### config.mk
export PLATFORM = sky130hd
export DESIGN_NAME = fifo_word_packer
export DESIGN_NICKNAME = d
export VERILOG_FILES = /design/src/rtl/da_stream_pkg.sv /design/src/rtl/fifo_word_packer.sv
export SDC_FILE = /design/constraint.sdc
export NUM_CORES = 1
export LEC_CHECK = 0
export ABC_AREA = 0
export CAP_MARGIN = 20
export CORE_MARGIN = 2
export CORE_UTILIZATION = 23
export CTS_CLUSTER_DIAMETER = 30
export DETAILED_ROUTE_END_ITERATION = 10
export MAX_ROUTING_LAYER = met4
export PLACE_DENSITY_LB_ADDON = 0.1
export REMOVE_ABC_BUFFERS = 1
export SKIP_CTS_REPAIR_TIMING = 1
export SLEW_MARGIN = 20
export SYNTH_ARGS = -nofsm -noshare
export SYNTH_HDL_FRONTEND = slang
export SYNTH_SLANG_ARGS = --single-unit
### constraint.sdc
create_clock -name clk -period 3 [get_ports clk]
set_input_delay 0.3 -clock clk [delete_from_list [all_inputs] [get_ports clk]]
set_output_delay 0.3 -clock clk [all_outputs]
set_load 0.02 [all_outputs]
### src/rtl/da_stream_pkg.sv
// Shared helpers for the narrow-to-wide stream packer: slot placement and
// count-field width.
package da_stream_pkg;

  // Width of a sub-word count that must represent 0..ratio inclusive.
  function automatic int count_width(input int ratio);
    return $clog2(ratio) + 1;
  endfunction

  // Bit offset of slot idx inside the packed word. With msb_first the first
  // sub-word received occupies the top slice; otherwise the bottom slice.
  function automatic int slot_lsb(input int idx, input int in_width,
                                  input int ratio, input bit msb_first);
    if (msb_first) begin
      return (ratio - 1 - idx) * in_width;
    end
    return idx * in_width;
  endfunction

endpackage

### src/rtl/fifo_word_packer.sv
// Packs ratio narrow sub-words into one wide word for the async FIFO write
// port. A flush request emits a zero-padded partial word with its valid
// sub-word count. Output register follows valid/ready discipline.
module fifo_word_packer
  import da_stream_pkg::*;
#(
  parameter int in_width  = 8,
  parameter int ratio     = 4,
  parameter bit msb_first = 1'b1
) (
  input  logic                              clk,
  input  logic                              reset,
  input  logic [in_width-1:0]               in_data,
  input  logic                              in_enable,
  output logic                              in_ready,
  input  logic                              flush,
  output logic [in_width*ratio-1:0]         out_data,
  output logic                              out_enable,
  input  logic                              out_ready,
  output logic [count_width(ratio)-1:0]     out_count,
  output logic [15:0]                       words_out
);

  localparam int out_width = in_width * ratio;
  localparam int cnt_w     = count_width(ratio);
  localparam int idx_w     = $clog2(ratio);

  logic [out_width-1:0] acc_q, acc_d;
  logic [idx_w-1:0]     idx_q, idx_d;
  logic [out_width-1:0] out_data_q, out_data_d;
  logic                 out_enable_q, out_enable_d;
  logic [cnt_w-1:0]     out_count_q, out_count_d;
  logic [15:0]          words_out_q, words_out_d;
  logic                 flush_pending_q, flush_pending_d;

  logic                 out_free;
  logic                 last_slot;
  logic                 in_ready_c;
  logic                 accept;
  logic                 transfer;
  logic                 flush_eff;
  logic [out_width-1:0] acc_ins;
  logic [cnt_w-1:0]     level;

  // Handshake terms and the accumulator image including this cycle's sub-word.
  always_comb begin
    out_free   = !out_enable_q || out_ready;
    last_slot  = (idx_q == idx_w'(ratio - 1));
    in_ready_c = !flush_pending_q && (!last_slot || out_free);
    accept     = in_enable && in_ready_c;
    transfer   = out_enable_q && out_ready;
    flush_eff  = flush || flush_pending_q;
    level      = cnt_w'(idx_q) + cnt_w'(accept);
    acc_ins    = acc_q;
    for (int s = 0; s < ratio; s++) begin
      if (accept && (idx_q == idx_w'(s))) begin
        acc_ins[slot_lsb(s, in_width, ratio, msb_first) +: in_width] = in_data;
      end
    end
  end

  // Next-state: complete word, flush (drop / emit / defer), or plain append.
  always_comb begin
    acc_d           = acc_q;
    idx_d           = idx_q;
    out_data_d      = out_data_q;
    out_enable_d    = out_enable_q;
    out_count_d     = out_count_q;
    flush_pending_d = flush_pending_q;
    words_out_d     = words_out_q;

    // A transferred word leaves the register unless replaced below.
    if (transfer) begin
      out_enable_d = 1'b0;
      words_out_d  = words_out_q + 16'd1;
    end

    if (accept && last_slot) begin
      // in_ready guarantees out_free here; a coincident flush is consumed.
      out_data_d      = acc_ins;
      out_enable_d    = 1'b1;
      out_count_d     = cnt_w'(ratio);
      acc_d           = '0;
      idx_d           = '0;
      flush_pending_d = 1'b0;
    end else if (flush_eff) begin
      if (level == '0) begin
        // Nothing buffered: the flush has nothing to emit.
        flush_pending_d = 1'b0;
      end else if (out_free) begin
        // Unused slots are already zero because acc is cleared on every emit.
        out_data_d      = acc_ins;
        out_enable_d    = 1'b1;
        out_count_d     = level;
        acc_d           = '0;
        idx_d           = '0;
        flush_pending_d = 1'b0;
      end else begin
        // Output busy: keep the sub-word, block input, retry next cycle.
        acc_d           = acc_ins;
        idx_d           = idx_q + idx_w'(accept);
        flush_pending_d = 1'b1;
      end
    end else if (accept) begin
      acc_d = acc_ins;
      idx_d = idx_q + idx_w'(1);
    end
  end

  // State register with asynchronous reset; partial words are discarded.
  always_ff @(posedge clk or posedge reset) begin
    if (reset) begin
      acc_q           <= '0;
      idx_q           <= '0;
      out_data_q      <= '0;
      out_enable_q    <= 1'b0;
      out_count_q     <= '0;
      words_out_q     <= '0;
      flush_pending_q <= 1'b0;
    end else begin
      acc_q           <= acc_d;
      idx_q           <= idx_d;
      out_data_q      <= out_data_d;
      out_enable_q    <= out_enable_d;
      out_count_q     <= out_count_d;
      words_out_q     <= words_out_d;
      flush_pending_q <= flush_pending_d;
    end
  end

  assign in_ready   = in_ready_c;
  assign out_data   = out_data_q;
  assign out_enable = out_enable_q;
  assign out_count  = out_count_q;
  assign words_out  = words_out_q;

endmodule

==> impl_metrics.py <==
metrics = {
    "yosys": {
        "synth_top_area_share_pct": 56.9,
        "synth_seq_area_share_pct": 56.9,
        "synth_edf_count": 0,
        "ys_seq_elements": 87,
        "avgSynthCellArea_um2": 11.5,
        "netlist_top_cells_area": "dfrtp_1, mux2i_1, a22o_1",
        "synth_ff_type": "dfrtp_1",
        "ys_types": 37,
        "synth_area_um2": 3820,
        "async_flop_share_pct": 100,
        "ys_warn_count": 0,
        "syn_inst": 333,
        "synth_area_leader_cell": "dfrtp_1",
    },
    "floorplan": {
        "core-area_um2": 16400,
        "die-area_um2": 17700,
        "die_w_um": 133,
        "pin_count": 66,
        "start_util_pct": 23.3,
        "die_h_um": 133,
        "num_rows": 47,
    },
    "critical_path": {
        "cp.arrival_ns": 3.13,
        "cp.required_ns": 3.29,
        "startpoint_type": "register",
        "path_cells": "ha_1 > nand3b_1 > and2_1 > ha_1 > ha_1 > nor3_2 > o31a_2 > nor2b_1 > a22o_1",
        "cp_common_cell": "ha_1",
        "slowest_delay_ns": 0.48,
        "criticalPathCategory": "reg -> reg",
        "end_kind": "register",
        "slowest_stage": "nor2b_1",
        "crit_fanout": 8,
    },
    "detailed_routing": {
        "drt_iter0_drc": 141,
        "first_pass_iters": 4,
        "avgViaCountPerCell": 4.40,
        "wl_per_cell_um": 15.4,
        "ant_nets": 0,
        "wl_mm": 9.75,
        "route.detailed.drc": 0,
        "routed-via-count": 2778,
    },
    "grt": {
        "grt_pass1_wl_mm": 15.9,
        "grt-ovfl-total": 0,
        "grt_max_degree": 61,
        "grt.total_usage_pct": 11.9,
        "grt_pass1_vias": 2832,
        "antenna_found_initial": 0,
    },
    "sta": {
        "slew_viol_final": 0,
        "hold_violations": 0,
        "worst_slew_pin_slew_ns": 0.645,
        "hold-worst-slack_ns": 0.299,
        "finalCritPeriodShare_pct": 94.7,
        "finClkSkew_ns": 0.0128,
        "period_minus_slack_ns": 2.84,
        "relSlewSlack_pct": 56.6,
        "max_freq_mhz": 352,
        "setup_viol": 0,
        "rsz0062_at_grt": "true",
    },
    "pwr": {
        "p_sw_mw": 2.09,
        "leakagePower_nw": 2.14,
        "vdd_drop_max_v": 0.000356,
        "p_int_mw": 3.33,
        "powerDensity_nw_per_um2": 1060,
        "pwr-share-seq_pct": 33.6,
        "sw_frac_of_total_pct": 38.6,
        "p_clk_share_pct": 20.7,
        "combPwrFrac_pct": 45.7,
    },
    "finish": {
        "fin_util_pct": 31.1,
        "layout_common_cells": "dfrtp_1, clkdlybuf4s50_1, nor2_1, a21oi_1",
        "layout_commonest_cell": "dfrtp_1",
        "areaGrowthSynthToFinish_pct": 33.4,
        "finalNonFillerCells": 632,
        "nets": 429,
        "layout-drive-gt1-share_pct": 9.71,
        "fill_cells": 1662,
        "n_antenna_cell": 0,
    },
    "cts": {
        "cts.sinks": 87,
        "clk_latency_ns": 0.35,
        "htree_levels": 3,
        "cts_tree": "done",
        "numCtsBuffers": 9,
        "cts_buffer_depth": 2,
        "clk_pin_slew_ns": 0.07,
        "root_buffer": "clkbuf_16",
    },
    "flow_run": {
        "drv_cap": 0,
    },
    "outcome": {
        "status": "finished, final reports clean",
    },
    "placed_design": {
        "place_inst": 618,
        "dp_hpwl_mm": 6.65,
        "place_congestion": 0.762,
        "numPortBuffers": 65,
    },
    "worst_hold_path": {
        "hp-class": "in -> async",
    },
}
-- final timing paths --
kind                                           start                   endpoint  slack, ns  cells past startpoint
max                             idx_q[1]$_DFFE_PP0P_      acc_q[18]$_DFFE_PP0P_       0.16                      9
min                                            reset    out_data[8]$_DFFE_PP0P_       0.30                      2
max reg2reg                     idx_q[1]$_DFFE_PP0P_      acc_q[18]$_DFFE_PP0P_       0.16                      9
min reg2reg                words_out[15]$_DFFE_PP0P_  words_out[15]$_DFFE_PP0P_       0.47                      1
max in group asynchronous                      reset       acc_q[6]$_DFFE_PP0P_       1.98                      3
min in group clk           words_out[15]$_DFFE_PP0P_  words_out[15]$_DFFE_PP0P_       0.47                      1
-- through the flow --
step	power, mW	worst slack (ns)	setup TNS (ns)	instance area, um^2
after global placement	4.33	0.0792	0	4810
after CTS	5.52	0.0636	0	5100
final	5.41	0.160	0	5100
after global routing	5.77	-0.0354	-0.450	5100
after detailed placement	4.35	0.0659	0	4810
after floorplan	3.24	-0.622	-21.91	3730
-- flip-flops by register name (all words and copies together) (netlist names) --
name,count
acc_q,32
out_data,32
words_out,16
out_count,3
idx_q,2
flush_pending_q,1
out_enable,1
-- power groups by stage --
stage	logic (mW)	registers, mW	clock network, mW
global route	2.69	1.88	1.21
CTS	2.52	1.83	1.17
detailed placement	2.50	1.84	0
global placement	2.48	1.85	0
finish	2.48	1.82	1.12
floorplan	1.09	2.15	0
-- kinds of logic after synthesis --
group | share of synthesized area (%)
AND/OR/NAND/NOR | 13.2
flip-flops | 56.9
AO/OA/AOI/OAI | 14.6
multiplexers | 6.58
buffers and inverters | 3.01
XOR/XNOR | 3.44
adder cells (fa/ha/maj) | 2.29
-- final cells by class --
class,instances,area [um^2],share of cell area [%]
clock buffers,9,225,4.41
clock inverters,5,60.1,1.18
inverters,5,20.0,0.392
multi-input cells,226,1540,30.3
flip-flops and latches,87,2180,42.7
well taps,220,275,5.39
repair buffers,80,801,15.7
-- critical path: cells and delay by family, from the launching register on --
family                   cells  cell delay, ns
AO/OA/AOI/OAI                2            0.62
adder cells (fa/ha/maj)      3            0.83
flip-flops                   1            0.45
AND/OR/NAND/NOR              4            0.88
-- Yosys cell counts, types with 2 or more instances --
| library cell | count |
|---|---|
| inv_1 | 5 |
| a22o_1 | 24 |
| a21oi_1 | 28 |
| clkbuf_1 | 4 |
| nand3b_1 | 3 |
| a31oi_1 | 9 |
| xor2_1 | 7 |
| mux2i_1 | 24 |
| a31o_1 | 2 |
| ha_1 | 7 |
| nand4_1 | 2 |
| nand2_1 | 23 |
| nor2_1 | 41 |
| nand3_1 | 7 |
| and3_1 | 4 |
| o211ai_4 | 3 |
| buf_6 | 3 |
| nor4_1 | 2 |
| dfrtp_1 | 87 |
| buf_2 | 5 |
| buf_4 | 3 |
| nor3_1 | 4 |
| xnor2_1 | 8 |
| nor2b_1 | 15 |
-- routing by layer --
metal / GRT usage (%) / wire, um / part of all wire (%)
met4: 4.48 / 165 / 1.7
met2: 18.0 / 4360 / 45
met3: 3.03 / 369 / 3.8
met5: - / 0 / 0
met1: 15.5 / 4860 / 50
Power figures use the tool's default switching activity.
